$ cat src/rtl/bullet_sprite_drawer_pkg.sv
// Shared types and constants for the bullet sprite drawer.
// Screen geometry, field widths, FIFO entry layout and FSM encoding.
package bullet_sprite_drawer_pkg;

    localparam int SCREEN_W_DEF = 160;
    localparam int SCREEN_H_DEF = 120;
    localparam int X_W          = 8;
    localparam int Y_W          = 7;
    localparam int COLOUR_W     = 3;
    localparam int ENTRY_W      = COLOUR_W + Y_W + X_W;

    localparam int X_LSB        = 0;
    localparam int Y_LSB        = X_LSB + X_W;
    localparam int COLOUR_LSB   = Y_LSB + Y_W;

    // Packed MSB-first, so the layout is {colour, y, x}.
    typedef struct packed {
        logic [COLOUR_W-1:0] colour;
        logic [Y_W-1:0]      y;
        logic [X_W-1:0]      x;
    } entry_t;

    typedef enum logic {
        IDLE = 1'b0,
        DRAW = 1'b1
    } state_t;

endpackage

$ cat src/rtl/bullet_sprite_drawer_fifo.sv
// Request FIFO: show-ahead synchronous FIFO of sprite requests.
// Latency: push visible on dout the cycle after the push edge.
// Backpressure: none internally; caller must not push when full without a pop.
module sprite_fifo
    import bullet_sprite_drawer_pkg::*;
#(
    parameter int DEPTH = 4
) (
    input  logic   clk,
    input  logic   resetn,
    input  logic   push,
    input  logic   pop,
    input  entry_t din,
    output entry_t dout,
    output logic   empty,
    output logic   full
);
    localparam int AW = $clog2(DEPTH);
    localparam int CW = AW + 1;

    entry_t         mem [DEPTH];
    logic [AW-1:0]  wptr;
    logic [AW-1:0]  rptr;
    logic [CW-1:0]  count;

    assign empty = (count == '0);
    assign full  = (count == CW'(DEPTH));
    assign dout  = mem[rptr];

    always_ff @(posedge clk) begin
        if (push) begin
            mem[wptr] <= din;
        end
    end

    always_ff @(posedge clk) begin
        if (!resetn) begin
            wptr  <= '0;
            rptr  <= '0;
            count <= '0;
        end else begin
            if (push) wptr <= wptr + 1'b1;
            if (pop)  rptr <= rptr + 1'b1;
            case ({push, pop})
                2'b10:   count <= count + 1'b1;
                2'b01:   count <= count - 1'b1;
                default: count <= count;
            endcase
        end
    end

endmodule

$ cat src/rtl/bullet_sprite_drawer.sv
// Expands queued bullet requests into SIZE x SIZE pixel writes for the VGA adapter.
// Latency: first pixel registered two edges after the request is accepted.
// Backpressure: none upstream; requests arriving while the FIFO is full are dropped and flagged.
module bullet_sprite_drawer
    import bullet_sprite_drawer_pkg::*;
#(
    parameter int SIZE       = 2,
    parameter int FIFO_DEPTH = 4,
    parameter int SCREEN_W   = SCREEN_W_DEF,
    parameter int SCREEN_H   = SCREEN_H_DEF
) (
    input  logic                clk,
    input  logic                resetn,
    input  logic                req_valid,
    input  logic [X_W-1:0]      req_x,
    input  logic [Y_W-1:0]      req_y,
    input  logic [COLOUR_W-1:0] req_colour,
    output logic [X_W-1:0]      vga_x,
    output logic [Y_W-1:0]      vga_y,
    output logic [COLOUR_W-1:0] vga_colour,
    output logic                vga_plot,
    output logic                idle,
    output logic                overflow
);
    localparam logic [1:0]   LAST  = 2'(SIZE - 1);
    localparam logic [X_W:0] W_LIM = (X_W + 1)'(SCREEN_W);
    localparam logic [Y_W:0] H_LIM = (Y_W + 1)'(SCREEN_H);

    entry_t              fifo_din;
    entry_t              fifo_dout;
    logic                fifo_empty;
    logic                fifo_full;
    logic                push;
    logic                pop;

    state_t              state;
    logic [1:0]          dx;
    logic [1:0]          dy;
    logic [X_W-1:0]      bx;
    logic [Y_W-1:0]      by;
    logic [COLOUR_W-1:0] bc;
    logic [X_W:0]        px;
    logic [Y_W:0]        py;
    logic                last_px;

    // A full FIFO still accepts when the FSM pops on the same edge.
    assign pop      = (state == IDLE) && !fifo_empty;
    assign push     = req_valid && (!fifo_full || pop);
    assign fifo_din = '{colour: req_colour, y: req_y, x: req_x};

    assign px      = {1'b0, bx} + {{(X_W-1){1'b0}}, dx};
    assign py      = {1'b0, by} + {{(Y_W-1){1'b0}}, dy};
    assign last_px = (dx == LAST) && (dy == LAST);

    sprite_fifo #(
        .DEPTH (FIFO_DEPTH)
    ) u_fifo (
        .clk    (clk),
        .resetn (resetn),
        .push   (push),
        .pop    (pop),
        .din    (fifo_din),
        .dout   (fifo_dout),
        .empty  (fifo_empty),
        .full   (fifo_full)
    );

    always_ff @(posedge clk) begin
        if (!resetn) begin
            state      <= IDLE;
            dx         <= '0;
            dy         <= '0;
            bx         <= '0;
            by         <= '0;
            bc         <= '0;
            vga_x      <= '0;
            vga_y      <= '0;
            vga_colour <= '0;
            vga_plot   <= 1'b0;
            overflow   <= 1'b0;
            idle       <= 1'b1;
        end else begin
            if (req_valid && fifo_full && !pop) overflow <= 1'b1;

            // Pops only happen from IDLE, so the FIFO can only drain when leaving IDLE.
            idle <= ((state == IDLE) || last_px) && fifo_empty && !push;

            case (state)
                IDLE: begin
                    vga_plot <= 1'b0;
                    if (!fifo_empty) begin
                        bx    <= fifo_dout.x;
                        by    <= fifo_dout.y;
                        bc    <= fifo_dout.colour;
                        dx    <= '0;
                        dy    <= '0;
                        state <= DRAW;
                    end
                end
                DRAW: begin
                    vga_x      <= px[X_W-1:0];
                    vga_y      <= py[Y_W-1:0];
                    vga_colour <= bc;
                    vga_plot   <= (px < W_LIM) && (py < H_LIM);
                    if (dx == LAST) begin
                        dx <= '0;
                        if (dy == LAST) state <= IDLE;
                        else            dy    <= dy + 2'd1;
                    end else begin
                        dx <= dx + 2'd1;
                    end
                end
                default: state <= IDLE;
            endcase
        end
    end

endmodule

$ cat config.mk
export PLATFORM = sky130hd
export DESIGN_NAME = bullet_sprite_drawer
export DESIGN_NICKNAME = d
export VERILOG_FILES = /design/src/rtl/bullet_sprite_drawer_pkg.sv /design/src/rtl/bullet_sprite_drawer_fifo.sv /design/src/rtl/bullet_sprite_drawer.sv
export SDC_FILE = /design/constraint.sdc
export NUM_CORES = 1
export LEC_CHECK = 0
export ABC_AREA = 1
export CAP_MARGIN = 15
export CORE_UTILIZATION = 45
export DETAILED_ROUTE_END_ITERATION = 8
export PLACE_DENSITY = 0.67
export SLEW_MARGIN = 10
export SYNTH_ARGS = -nofsm -noshare
export SYNTH_HDL_FRONTEND = slang
export SYNTH_HIERARCHICAL = 1
export SYNTH_SLANG_ARGS = --single-unit
$ cat constraint.sdc
create_clock -name clk -period 2.12 [get_ports clk]
set_input_delay 0.53 -clock clk [delete_from_list [all_inputs] [get_ports clk]]
set_output_delay 0.53 -clock clk [all_outputs]
set_load 0.01 [all_outputs]
==> flow_summary_export.csv, run 1 <==
group,metric,value,unit
run_status,outcome,"finished, final reports clean",
setup_path,worstSetupEndpointType,"flop",
placed_design,post-dp-hpwl,6.38,mm
logic_synthesis,ys_ff_latch,125,
final_layout,layout_common_cells,"nor2_1, edfxtp_1, o21ai_0, dfxtp_1",
clock_tree,ctsLongestPathBuffers,2,
run,cap_violations,0,
logic_synthesis,synth.distinct_cells,31,
final_layout,layout_commonest_cell,"nor2_1",
setup_path,path_max_fanout,3,
clock_tree,cts-root-buf,"clkbuf_16",
hold_path,hold_path.class,"flop to flop",
clock_tree,cts_hold_buf,0,
setup_path,cp.depth,16,
sta,clock.fmax,0.513,GHz
global_route,antenna_found_initial,0,
floorplan,core-area,11000,µm²
pwr,switching_share,33.7,%
drt,via_count,3596,
clock_tree,cts_tree,"yes",
logic_synthesis,yosys_warnings,6,
sta,worstMarginPinSlew,0.415,ns
setup_path,slowest_stage,"fa_2",
pwr,max-vdd-ir-drop,0.000546,V
sta,fin_skew,0.00938,ns
drt,ant_nets,0,
global_route,grt.met1_usage,23.6,%
setup_path,crit_start,"u_fifo/count[2]",
logic_synthesis,synth_top_area_share,42.2,%
sta,finalSetupViolCount,0,
global_route,overflow,0,
setup_path,critPathArrivalTime,2.25,ns
setup_path,critPathMostFrequentCell,"inv_1",
global_route,grt_max_degree,38,
logic_synthesis,yosys-top-cells-area,"edfxtp_1, dfxtp_1, nor2_1",
placed_design,placed_cells,674,
floorplan,num_rows,38,
logic_synthesis,syn_nets,533,
global_route,grt_pass1_vias,3442,
logic_synthesis,synth_flop_cell,"edfxtp_1",
sta,period_minus_slack,1.95,ns
clock_tree,numCtsBuffers,17,
final_layout,nets,587,
setup_path,critPathLaunchType,"flop",
pwr,leakagePower,2.51,nW
final_layout,drive_above_1_share,11.1,%
setup_path,cp.required,2.42,ns
clock_tree,clkSinkCount,125,
sta,drv_slew,0,
pwr,power_frac_comb,28.6,%
clock_tree,clk_transition_reported_paths,0.06,ns
placed_design,gp_congestion,0.801,
logic_synthesis,synthesis.area,5120,µm²
logic_synthesis,synthArstFlopShare,0,%
floorplan,die_h,109,µm
drt,drc_errors,0,
floorplan,die_area,11800,µm²
sta,setup_slack,0.171,ns
floorplan,start_util,46.6,%
setup_path,path_buf_inv,6,
setup_path,cp_top_family,"simple AND/OR/NAND/NOR gates",
hold_path,hp-start,"u_fifo/rptr[1]",
final_layout,stdcell_count,706,
sta,relSlewSlack,72.4,%
global_route,top_usage_layer,"met2",
pwr,power_frac_seq,38.8,%
global_route,gr-usage-met3,4.66,%
pwr,p_int,0.00567,W
drt,drt_pass1_iterations,4,
pwr,p_clk_share,32.6,%
clock_tree,clk_latency,0.41,ns
logic_synthesis,ys_seq_area_share,62.9,%
setup_path,crit_type,"flop to flop",
placed_design,port_buffers,41,
final_layout,num_antenna_cells,0,
placed_design,dp_slack,-0.122,ns
logic_synthesis,synth_edf_count,72,
hold_path,whs_path_depth,1,
global_route,grt_util_all_layers,18.4,%
clock_tree,cts.htree.levels,4,
setup_path,slowest_delay,0.35,ns
floorplan,ioPinCount,42,
global_route,grtUsageMet2,29.8,%
drt,drt_wl_total,9.87,mm
sta,final_hold_viol_count,0,
drt,wl_per_cell,14.0,µm
floorplan,fp.dieW,109,µm
drt,vias_per_cell,5.09,
logic_synthesis,netlist_instances,499,
pwr,power_density,1350,nW/µm²
pwr,switching_power,0.00288,W
drt,dr.first_iter.drc_count,223,
logic_synthesis,yosysTopAreaCell,"edfxtp_1",
setup_path,path_cells,"nor3_4, nor2_4, inv_2, nand2_1, nand2_1, inv_1, inv_1, ha_1, inv_1, fa_2, inv_1, nand2_1, nand3_1, nand2_1, inv_1, nor2_1",
final_layout,area_growth_syn_to_layout,23.3,%
global_route,grt_pass1_wl,16.2,mm
sta,finalCritPeriodShare,91.9,%
setup_path,rr_worst_depth,16,
setup_path,crit-reg2reg-launch,"u_fifo/count[2]",
logic_synthesis,syn_avg_cell_area,10.3,µm²
[routing by layer]
metal  routed length [µm]  up-vias
met5                    0        -
met4                  124        0
met3                  413       12
li1                     -     1811
met1                 4500     1688
met2                 4830       85
[power groups by stage]
stage | Sequential [W] | Combinational [W] | Clock [W]
finish | 0.00332 | 0.00244 | 0.00279
global route | 0.00337 | 0.00276 | 0.00294
CTS | 0.00330 | 0.00244 | 0.00283
detailed placement | 0.00335 | 0.00241 | 0
global placement | 0.00333 | 0.00235 | 0
floorplan | 0.00336 | 0.00166 | 0
[stage by stage]
step | power [W] | setup TNS (ns) | cell area, µm² | hold slack (ns) | util, %
global route | 0.00907 | -0.00272 | 6310 | 0.479 | 57.5
CTS | 0.00857 | 0 | 6300 | 0.441 | 57.3
detailed placement | 0.00576 | -0.150 | 5720 | 0.430 | 52.1
global placement | 0.00569 | -0.0434 | 5720 | 0.421 | 52.1
finish | 0.00855 | 0 | 6310 | 0.438 | 57.5
floorplan | 0.00502 | 0 | 5130 | 0.412 | -
[timing repair]
action	4_1_cts	5_1_grt
resized for setup	0	5
setup endpoints to repair	0	1
setup buffers	0	0
[sequential cells by signal, summed over array words and instances, names as in the netlist, named ones only]
signal	flops
dx	2
dy	2
u_fifo/mem	72
overflow	1
vga_x	8
by	7
u_fifo/rptr	2
bc	3
vga_y	7
vga_colour	3
bx	8
u_fifo/wptr	2
state	1
vga_plot	1
idle	1
u_fifo/count	3
[cells in the mapped netlist (3+ instances only)]
library cell and n:
o22ai_1 19, buf_4 4, inv_1 47, a21oi_1 22, nand3_1 15, dfxtp_1 53
o21ai_0 63, buf_2 7, buf_6 9, o21ai_1 15, nand2_1 47, edfxtp_1 72
ha_1 10, fa_1 3, nor2_2 3, nor2_1 87
[final cells by class]
| cell class | count | area [µm²] |
|---|---|---|
| Multi-Input combinational cell | 301 | 1540 |
| Sequential cell | 125 | 3230 |
| Fill cell | 901 | 4670 |
| Inverter | 51 | 200 |
| Clock buffer | 17 | 425 |
| Clock inverter | 15 | 150 |
| Tap cell | 140 | 175 |
| Timing Repair Buffer | 57 | 593 |
[path summary, 6_finish.rpt]
path | to | slack [ns]
worst min register to register | u_fifo/rptr[1] | 0.44
worst min-delay path | u_fifo/rptr[1] | 0.44
worst max register to register | u_fifo/count[2] | 0.17
worst max-delay path | u_fifo/count[2] | 0.17
[cell families (layout without fill, tap and decap cells)]
logic type,Yosys count,in the layout,synth area share (%)
xor+xnor,3,3,0.513
compound gates,125,125,12.9
flops,125,125,62.9
simple gates,160,160,12.7
fa+ha+maj,13,13,3.62
buf+inv,73,140,7.30
[worst reg2reg max path, cell delays in order (launching register included)]
cell and delay, ns:
dfxtp_2 0.34, nor3_4 0.23, nor2_4 0.05, inv_2 0.05
nand2_1 0.04, nand2_1 0.08, inv_1 0.06, inv_1 0.07
ha_1 0.16, inv_1 0.08, fa_2 0.35, inv_1 0.06
nand2_1 0.06, nand3_1 0.07, nand2_1 0.06, inv_1 0.05
nor2_1 0.03
No activity file was read; power rests on OpenSTA's default activity.
==> run 2, diff against run 1 <==
--- a/config.mk
+++ b/config.mk
@@ -6,7 +6,7 @@
 export NUM_CORES = 1
 export LEC_CHECK = 0
 export ABC_AREA = 1
-export CAP_MARGIN = 15
+export CAP_MARGIN = 40
 export CORE_UTILIZATION = 45
 export DETAILED_ROUTE_END_ITERATION = 8
 export PLACE_DENSITY = 0.67
==> results of run 2 <==
The final DEF is identical to that of run 1; final timing and power are the same.
